`config.mk`:
```
export PLATFORM = sky130hd
export DESIGN_NAME = pipe_stall_ctl_flat
export DESIGN_NICKNAME = d
export VERILOG_FILES = /design/src/rtl/pipe_stall_ctl_pkg.sv /design/src/rtl/pipe_stall_ctl_if.sv /design/src/rtl/pipe_stall_ctl_stall_cnt.sv /design/src/rtl/pipe_stall_ctl.sv /design/src/flat_wrapper.sv
export SDC_FILE = /design/constraint.sdc
export NUM_CORES = 1
export LEC_CHECK = 0
export ABC_AREA = 1
export BUFFER_PORTS_ARGS = -buffer_cell sky130_fd_sc_hd__buf_2
export CAP_MARGIN = 15
export CORE_MARGIN = 3
export CORE_UTILIZATION = 44
export DETAILED_ROUTE_END_ITERATION = 10
export PLACE_DENSITY = 0.8
export SYNTH_ARGS = -nofsm -noshare
export SYNTH_HDL_FRONTEND = slang
export SYNTH_SLANG_ARGS = --single-unit
```
`constraint.sdc`:
```
create_clock -name clk -period 1.8 [get_ports clk]
set_clock_uncertainty 0.15 [all_clocks]
set_input_delay 0.09 -clock clk [delete_from_list [all_inputs] [get_ports clk]]
set_output_delay 0.09 -clock clk [all_outputs]
set_load 0.01 [all_outputs]
```
`src/rtl/pipe_stall_ctl_pkg.sv`:
```
// Shared opcode constants, FSM state encoding and stall-cause encoding for
// the pipeline stall controller.
package pipe_pkg;

   localparam logic [5:0] OP_RTYPE = 6'd0;
   localparam logic [5:0] OP_J     = 6'd2;
   localparam logic [5:0] OP_BEQ   = 6'd4;
   localparam logic [5:0] OP_BNE   = 6'd5;
   localparam logic [5:0] FN_MUL   = 6'd25;

   typedef enum logic [1:0] {
      ST_IDLE     = 2'd0,
      ST_CTRL     = 2'd1,
      ST_MUL_WAIT = 2'd2
   } state_e;

   typedef enum logic [1:0] {
      CAUSE_NONE     = 2'd0,
      CAUSE_LOAD_USE = 2'd1,
      CAUSE_CTRL     = 2'd2,
      CAUSE_MUL      = 2'd3
   } stall_cause_e;

   function automatic logic is_branch(input logic [5:0] op);
      return (op == OP_BEQ) || (op == OP_BNE);
   endfunction

   function automatic logic is_jump(input logic [5:0] op);
      return op == OP_J;
   endfunction

   // A mul is only visible in the IF stage as an R-type; it is handled
   // later from ID/EX, so this is informational and never stalls fetch.
   function automatic logic is_mul_rtype(input logic [31:0] instr);
      return (instr[31:26] == OP_RTYPE) && (instr[5:0] == FN_MUL);
   endfunction

endpackage

```
`src/rtl/pipe_stall_ctl_if.sv`:
```
// Pipeline-facing signal bundle of the stall controller. The pipeline side
// is the master (drives hazard inputs), the controller is the slave.
interface pipe_stall_ctl_if
   import pipe_pkg::*;
#(
   parameter int REG_AW = 5
);
   logic [31:0]       if_instr;
   logic [REG_AW-1:0] ifid_rs;
   logic [REG_AW-1:0] ifid_rt;
   logic              idex_memread;
   logic [REG_AW-1:0] idex_rt;
   logic              idex_is_mul;
   logic              ex_mul_done;
   logic              pc_en;
   logic              ifid_en;
   logic              idex_en;
   logic              ifid_flush;
   logic              idex_flush;
   logic              exmem_flush;
   stall_cause_e      stall_cause;
   logic              busy;
   logic              err;

   modport master (
      output if_instr, ifid_rs, ifid_rt, idex_memread, idex_rt, idex_is_mul, ex_mul_done,
      input  pc_en, ifid_en, idex_en, ifid_flush, idex_flush, exmem_flush, stall_cause, busy, err
   );

   modport slave (
      input  if_instr, ifid_rs, ifid_rt, idex_memread, idex_rt, idex_is_mul, ex_mul_done,
      output pc_en, ifid_en, idex_en, ifid_flush, idex_flush, exmem_flush, stall_cause, busy, err
   );
endinterface

```
`src/rtl/pipe_stall_ctl_stall_cnt.sv`:
```
// Loadable down-counter for the control-stall bubble count. Holds its value
// whenever dec is low so a higher-priority hazard can freeze it.
module stall_cnt #(
   parameter int W = 2
) (
   input  logic         clk,
   input  logic         rst,
   input  logic         load,
   input  logic [W-1:0] load_val,
   input  logic         dec,
   output logic         zero,
   output logic         last
);
   logic [W-1:0] cnt_q;
   logic [W-1:0] cnt_d;

   // next count: load wins, otherwise decrement toward zero when enabled
   always_comb begin
      cnt_d = cnt_q;
      if (load) begin
         cnt_d = load_val;
      end else if (dec && (cnt_q != '0)) begin
         cnt_d = cnt_q - W'(1);
      end
   end

   // count register, synchronous active-low reset
   always_ff @(posedge clk) begin
      if (!rst) cnt_q <= '0;
      else      cnt_q <= cnt_d;
   end

   assign zero = (cnt_q == '0);
   assign last = (cnt_q == W'(1));
endmodule

```
`src/rtl/pipe_stall_ctl.sv`:
```
// Pipeline stall controller: load-use bubbles, branch/jump fetch bubbles and
// multiplier waits with a timeout. Outputs are combinational from state,
// counters and the hazard inputs.
//
//   state       | meaning
//   ------------+----------------------------------------------------------
//   ST_IDLE     | normal flow; watch for hazards and control instructions
//   ST_CTRL     | fetch bubbles after beq/bne/j; stall_cnt holds remaining
//   ST_MUL_WAIT | multiplier busy; ret_q holds the state to resume
module pipe_stall_ctl
   import pipe_pkg::*;
#(
   parameter int REG_AW   = 5,
   parameter int BR_STALL = 3,
   parameter int J_STALL  = 3,
   parameter int MUL_TMO  = 64
) (
   input  logic            clk,
   input  logic            rst,
   pipe_stall_ctl_if.slave bus
);
   localparam int CMAX  = (BR_STALL > J_STALL) ? BR_STALL : J_STALL;
   localparam int CW    = $clog2(CMAX + 1);
   localparam int TMO_W = $clog2(MUL_TMO + 1);

   state_e             state_q, state_d;
   state_e             ret_q, ret_d;
   logic [TMO_W-1:0]   tmo_q, tmo_d;
   logic               err_q, err_d;

   logic [REG_AW-1:0]  rs, rt, ld_rt;
   logic [5:0]         op;
   logic               mul_hz, lu_hz, in_mw, mw_hold;
   state_e             eval_st;
   logic [CW-1:0]      ctrl_len;
   logic               cnt_load, cnt_dec, cnt_zero, cnt_last;
   logic [CW-1:0]      cnt_val;
   stall_cause_e       cause;
   logic               pc_en, ifid_en, idex_en, ifid_flush, idex_flush, exmem_flush;

   assign rs     = bus.ifid_rs;
   assign rt     = bus.ifid_rt;
   assign ld_rt  = bus.idex_rt;
   assign op     = bus.if_instr[31:26];
   assign mul_hz = bus.idex_is_mul && !bus.ex_mul_done;
   assign lu_hz  = bus.idex_memread && (ld_rt != '0) && ((ld_rt == rs) || (ld_rt == rt));
   assign in_mw  = (state_q == ST_MUL_WAIT);
   // a wait keeps holding only while the multiplier is busy and time remains
   assign mw_hold = in_mw && mul_hz && (tmo_q != '0);
   // a released wait behaves, for that cycle, like the state it interrupted
   assign eval_st = in_mw ? ret_q : state_q;

   assign ctrl_len = is_branch(op) ? CW'(BR_STALL) :
                     is_jump(op)   ? CW'(J_STALL)  : '0;

   stall_cnt #(.W(CW)) u_cnt (
      .clk      (clk),
      .rst      (rst),
      .load     (cnt_load),
      .load_val (cnt_val),
      .dec      (cnt_dec),
      .zero     (cnt_zero),
      .last     (cnt_last)
   );

   // hazard priority resolution, next-state and output decode
   always_comb begin
      state_d     = in_mw ? ret_q : state_q;
      ret_d       = ret_q;
      tmo_d       = tmo_q;
      err_d       = err_q;
      cnt_load    = 1'b0;
      cnt_val     = '0;
      cnt_dec     = 1'b0;
      pc_en       = 1'b1;
      ifid_en     = 1'b1;
      idex_en     = 1'b1;
      ifid_flush  = 1'b0;
      idex_flush  = 1'b0;
      exmem_flush = 1'b0;
      cause       = CAUSE_NONE;

      if (mw_hold || (!in_mw && mul_hz)) begin
         pc_en       = 1'b0;
         ifid_en     = 1'b0;
         idex_en     = 1'b0;
         exmem_flush = 1'b1;
         cause       = CAUSE_MUL;
         state_d     = ST_MUL_WAIT;
         if (in_mw) begin
            tmo_d = tmo_q - TMO_W'(1);
         end else begin
            ret_d = state_q;
            tmo_d = TMO_W'(MUL_TMO - 1);
         end
         if (tmo_d == '0) err_d = 1'b1;
      end else if (lu_hz) begin
         pc_en      = 1'b0;
         ifid_en    = 1'b0;
         idex_flush = 1'b1;
         cause      = CAUSE_LOAD_USE;
      end else if (eval_st == ST_CTRL) begin
         ifid_flush = 1'b1;
         cause      = CAUSE_CTRL;
         cnt_dec    = 1'b1;
         pc_en      = cnt_last || cnt_zero;
         if (cnt_last || cnt_zero) state_d = ST_IDLE;
      end else if (ctrl_len != '0) begin
         pc_en    = 1'b0;
         cause    = CAUSE_CTRL;
         cnt_load = 1'b1;
         cnt_val  = ctrl_len;
         state_d  = ST_CTRL;
      end

      // reset parks the pipeline: nothing advances, every stage loads a bubble
      if (!rst) begin
         pc_en       = 1'b0;
         ifid_en     = 1'b0;
         idex_en     = 1'b0;
         ifid_flush  = 1'b1;
         idex_flush  = 1'b1;
         exmem_flush = 1'b1;
         cause       = CAUSE_NONE;
      end
   end

   // state, return state, mul timeout and sticky error registers
   always_ff @(posedge clk) begin
      if (!rst) begin
         state_q <= ST_IDLE;
         ret_q   <= ST_IDLE;
         tmo_q   <= '0;
         err_q   <= 1'b0;
      end else begin
         state_q <= state_d;
         ret_q   <= ret_d;
         tmo_q   <= tmo_d;
         err_q   <= err_d;
      end
   end

   assign bus.pc_en       = pc_en;
   assign bus.ifid_en     = ifid_en;
   assign bus.idex_en     = idex_en;
   assign bus.ifid_flush  = ifid_flush;
   assign bus.idex_flush  = idex_flush;
   assign bus.exmem_flush = exmem_flush;
   assign bus.stall_cause = cause;
   assign bus.busy        = rst && (state_q != ST_IDLE);
   assign bus.err         = rst && err_q;
endmodule
```
`src/flat_wrapper.sv`:
```
// flat-port wrapper written by rule: the top's interface ports become plain ports
module pipe_stall_ctl_flat import pipe_pkg::*;
#(
   parameter int REG_AW   = 5,
   parameter int BR_STALL = 3,
   parameter int J_STALL  = 3,
   parameter int MUL_TMO  = 64
)
  (clk, rst, bus_if_instr, bus_ifid_rs, bus_ifid_rt, bus_idex_memread, bus_idex_rt, bus_idex_is_mul, bus_ex_mul_done, bus_pc_en, bus_ifid_en, bus_idex_en, bus_ifid_flush, bus_idex_flush, bus_exmem_flush, bus_stall_cause, bus_busy, bus_err);
  pipe_stall_ctl_if #(.REG_AW(REG_AW)) bus_i ();
  input  logic clk;
  input  logic rst;
  input wire logic [$bits(bus_i.if_instr)-1:0] bus_if_instr;
  input wire logic [$bits(bus_i.ifid_rs)-1:0] bus_ifid_rs;
  input wire logic [$bits(bus_i.ifid_rt)-1:0] bus_ifid_rt;
  input wire logic [$bits(bus_i.idex_memread)-1:0] bus_idex_memread;
  input wire logic [$bits(bus_i.idex_rt)-1:0] bus_idex_rt;
  input wire logic [$bits(bus_i.idex_is_mul)-1:0] bus_idex_is_mul;
  input wire logic [$bits(bus_i.ex_mul_done)-1:0] bus_ex_mul_done;
  output wire logic [$bits(bus_i.pc_en)-1:0] bus_pc_en;
  output wire logic [$bits(bus_i.ifid_en)-1:0] bus_ifid_en;
  output wire logic [$bits(bus_i.idex_en)-1:0] bus_idex_en;
  output wire logic [$bits(bus_i.ifid_flush)-1:0] bus_ifid_flush;
  output wire logic [$bits(bus_i.idex_flush)-1:0] bus_idex_flush;
  output wire logic [$bits(bus_i.exmem_flush)-1:0] bus_exmem_flush;
  output wire logic [$bits(bus_i.stall_cause)-1:0] bus_stall_cause;
  output wire logic [$bits(bus_i.busy)-1:0] bus_busy;
  output wire logic [$bits(bus_i.err)-1:0] bus_err;
  assign bus_i.if_instr = bus_if_instr;
  assign bus_i.ifid_rs = bus_ifid_rs;
  assign bus_i.ifid_rt = bus_ifid_rt;
  assign bus_i.idex_memread = bus_idex_memread;
  assign bus_i.idex_rt = bus_idex_rt;
  assign bus_i.idex_is_mul = bus_idex_is_mul;
  assign bus_i.ex_mul_done = bus_ex_mul_done;
  assign bus_pc_en = bus_i.pc_en;
  assign bus_ifid_en = bus_i.ifid_en;
  assign bus_idex_en = bus_i.idex_en;
  assign bus_ifid_flush = bus_i.ifid_flush;
  assign bus_idex_flush = bus_i.idex_flush;
  assign bus_exmem_flush = bus_i.exmem_flush;
  assign bus_stall_cause = bus_i.stall_cause;
  assign bus_busy = bus_i.busy;
  assign bus_err = bus_i.err;
  pipe_stall_ctl #(.REG_AW(REG_AW), .BR_STALL(BR_STALL), .J_STALL(J_STALL), .MUL_TMO(MUL_TMO)) u_core (.clk(clk), .rst(rst), .bus(bus_i));
endmodule
```
==> impl_metrics.py <==
metrics = {
    "logic_synthesis": {
        "synthMuxAreaShare": 0,
        "yosys.area_share.adder": 0.04598,
        "avgSynthCellArea_sq_um": 6.220,
        "synth_xor_area_frac": 0.02414,
        "synth_fp_nets": 231,
        "yosys_register_bits": 14,
        "synth_top_family_by_area": "simple AND/OR/NAND/NOR gates",
        "synthCells": 175,
        "syn_area_sq_mm": 0.001089,
        "synthSimpleGateAreaFrac": 0.3816,
        "seq_area_frac_synth": 0.2575,
        "synth_compound_area_frac": 0.1598,
        "synth_warnings": 0,
        "netlist-cell-type-count": 27,
    },
    "pwr": {
        "peakVddDrop_v": 0.0004498,
        "power_density_mw_per_mm2": 567.5,
        "power_leakage_uw": 0.0007719,
    },
    "die": {
        "io_pins": 62,
        "initial_core_util": 0.4783,
        "rows": 17,
        "core_area_sq_mm": 0.002276,
        "die_h_um": 55.74,
        "die_w_um": 55.74,
        "fp.dieArea_sq_mm": 0.003107,
    },
    "global_routing": {
        "antenna_found_initial": 0,
        "grt_pass1_vias": 1030,
        "grtUsageTotal": 0.1657,
        "grt_pass1_wl_um": 4257,
        "grt_max_degree": 13,
        "grt_overflow": 0,
    },
    "clock_tree": {
        "cts_made_buffers": 3,
        "hold_buffers": 0,
        "clock_sinks": 14,
        "path_clk_slew_ns": 0.09,
        "cts_tree": "done",
        "cts_root_buf": "clkbuf_4",
        "htree_levels": 1,
        "clockBufferDepth": 2,
        "worstSkewPairLatency_ns": 0.29,
    },
    "drt": {
        "vias": 1176,
        "drtPass1Iterations": 4,
        "drcViolationCount": 0,
        "initialDrtViolationCount": 28,
        "wire_per_inst_um": 10.20,
        "routed_via_density": 4.723,
        "antenna_left": 0,
        "wl_um": 2539,
    },
    "layout": {
        "layout-drive-gt1-share": 0.3710,
        "syn_to_final_growth_pct": 33.33,
        "multi_input_area_sq_um": 706.9,
        "final_cells": 249,
        "ff_latch_area_sq_um": 292.8,
        "antenna_cells": 0,
        "final_nets": 278,
        "nFillCells": 206,
    },
    "setup_path": {
        "path_max_fanout": 5,
        "rr_startpoint": "u_core.tmo_q[0]$_SDFFE_PN0P_",
        "reg2reg_slack_ns": 0.16,
        "required_ns": 1.56,
        "endpoint_kind": "output pin",
        "arrival_ns": 1.56,
        "worstSetupPathType": "reg -> out",
        "worstSetupStartpointType": "flip-flop",
        "reg2reg_depth": 9,
        "r2r_end": "u_core.u_cnt.cnt_q[0]$_SDFFE_PN0P_",
    },
    "sta": {
        "setup_viol": 1,
        "min_period_ns": 1.803,
        "max_freq_ghz": 0.5547,
        "hold_viol": 0,
        "tightest_slew_ns": 0.2980,
        "worst_slack_ns": -0.002621,
        "rsz0062_at_grt": "yes",
        "finalCritPeriodShare": 1.001,
        "slew_headroom": 0.7992,
        "report.final.slew_viol_count": 0,
    },
    "job": {
        "drv_cap": 0,
    },
    "min_path": {
        "min_path_cells": 3,
        "holdCritPathClass": "in -> reg",
        "hold_end": "u_core.u_cnt.cnt_q[0]$_SDFFE_PN0P_",
        "min-delay-start": "rst",
    },
    "placement": {
        "gp_congestion": 0.8288,
        "dp_hpwl_um": 1848,
        "pre_cts_ws_ns": 0.1314,
        "portBuffers": 35,
        "dp_cells": 239,
    },
    "run_status": {
        "failed_checks": "negative setup slack",
        "status": "finished, violations left",
    },
}
==> power breakdown <==
group          internal (uW)  leakage (uW)  switching, uW
combinational            108      0.000634            139
clock                    123     0.0000210            114
sequential               325      0.000117           14.4
total                    557      0.000772            267
==> placed cells by master, fill, tap and decap left out, types with 2 or more instances in the layout <==
| master | count |
|---|---|
| a21oi_1 | 7 |
| a21oi_2 | 3 |
| a31oi_1 | 2 |
| buf_2 | 35 |
| buf_4 | 7 |
| clkbuf_4 | 3 |
| dfxtp_1 | 8 |
| dfxtp_2 | 4 |
| dfxtp_4 | 2 |
| ha_1 | 3 |
| inv_1 | 29 |
| inv_2 | 7 |
| nand2_1 | 41 |
| nand2_2 | 2 |
| nand2_4 | 2 |
| nand3_1 | 10 |
| nor2_1 | 16 |
| nor2_2 | 2 |
| nor3_1 | 4 |
| nor3_2 | 2 |
| o21ai_0 | 10 |
| o21ai_1 | 2 |
| o22ai_1 | 3 |
| xnor2_1 | 3 |
==> cell usage after synthesis <==
| library cell | instances | area (sq um) |
|---|---|---|
| nor3_2 | 1 | 10.01 |
| nor2_1 | 17 | 63.81 |
| nand4_4 | 1 | 21.27 |
| clkbuf_1 | 1 | 3.750 |
| inv_2 | 6 | 22.52 |
| o21ai_0 | 12 | 60.06 |
| ha_1 | 4 | 50.05 |
| or2_2 | 1 | 6.260 |
| o22ai_1 | 3 | 18.77 |
| nand2_1 | 42 | 157.7 |
| nand2_4 | 1 | 11.26 |
| nand3_2 | 1 | 10.01 |
| inv_1 | 31 | 116.4 |
| o211ai_1 | 1 | 7.510 |
| nor3_1 | 6 | 30.03 |
| o31ai_2 | 1 | 12.51 |
| xnor2_1 | 3 | 26.28 |
| a21oi_1 | 9 | 45.04 |
| o21ai_2 | 1 | 8.760 |
| nand3_1 | 10 | 50.05 |
| dfxtp_1 | 14 | 280.3 |
| a21oi_2 | 1 | 8.760 |
| nand2_2 | 2 | 12.51 |
| a31oi_1 | 2 | 12.51 |
| nor2_2 | 2 | 12.51 |
| nand3_4 | 1 | 17.52 |
| nand4_2 | 1 | 12.51 |
==> repair_timing <==
action,4_1_cts,5_1_grt
pin swaps,3,3
endpoints found under the setup margin,6,9
setup buffers,3,3
gates resized for setup,9,15
cloned,0,0
==> state kept, by name, indices dropped and copies added, names as in the netlist <==
register            count
u_core.u_cnt.cnt_q      2
u_core.state_q          2
u_core.err_q            1
u_core.tmo_q            7
u_core.ret_q            2
==> metrics by stage <==
stage	area [sq um]	total power, uW	setup TNS [ns]	util	hold slack, ns
3_5_place_dp	1310	556.2	0	0.5756	0.2927
6_report	1451	823.7	-0.002621	0.6377	0.01493
5_1_grt	1451	869.8	-0.3128	0.6377	0.01629
4_1_cts	1391	800.6	-0.06935	0.6113	0.01208
2_1_floorplan	1089	481.8	0	-	0.1268
3_3_place_gp	1310	552.9	0	0.5756	0.2792
==> routing by layer <==
metal,vias up,track usage,wire length (um)
met5,-,0,0
met4,0,0.04861,40
met2,29,0.2736,1210
met1,497,0.2059,1156
met3,6,0.05104,131
li1,644,-,-
==> how the worst max path moves through the flow <==
stage,cells past startpoint,slack (ns),from,endpoint
finish,9,-0.003,u_core.tmo_q[0]$_SDFFE_PN0P_,bus_stall_cause[1]
global route,9,-0.09,u_core.tmo_q[1]$_SDFFE_PN0P_,bus_stall_cause[1]
detailed placement,9,0.13,u_core.tmo_q[0]$_SDFFE_PN0P_,u_core.err_q$_SDFFE_PN0P_
floorplan,6,0.28,u_core.tmo_q[0]$_SDFFE_PN0P_,bus_pc_en
global placement,9,0.15,u_core.tmo_q[0]$_SDFFE_PN0P_,u_core.err_q$_SDFFE_PN0P_
CTS,6,-0.03,u_core.state_q[1]$_SDFF_PN0_,bus_pc_en
==> cell type report <==
type | instances | area share
multi-input combinational | 123 | 0.4871
sequential | 14 | 0.2017
timing repair buffer | 43 | 0.1647
inverter | 37 | 0.09741
clock buffer | 4 | 0.02500
tap | 28 | 0.02414
==> logic make-up (layout without fill, tap and decap cells) <==
group,after synthesis,count (layout)
DFF,14,14
buffers and inverters,38,84
and+or+nand+nor,86,86
adders and majority gates,4,4
AOI/OAI and AO/OA,30,30
xor gates and xnor gates,3,3
==> worst max-delay path, stage by stage (launching register included) <==
cell and delay [ns]:
dfxtp_2 0.34, inv_4 0.07, ha_2 0.18, nand4_2 0.12, nand3_4 0.13, buf_6 0.13
nand2_2 0.04, nor2_1 0.08, nor2_1 0.04, buf_2 0.14
Note: power is estimated with default switching activity, not from simulation.
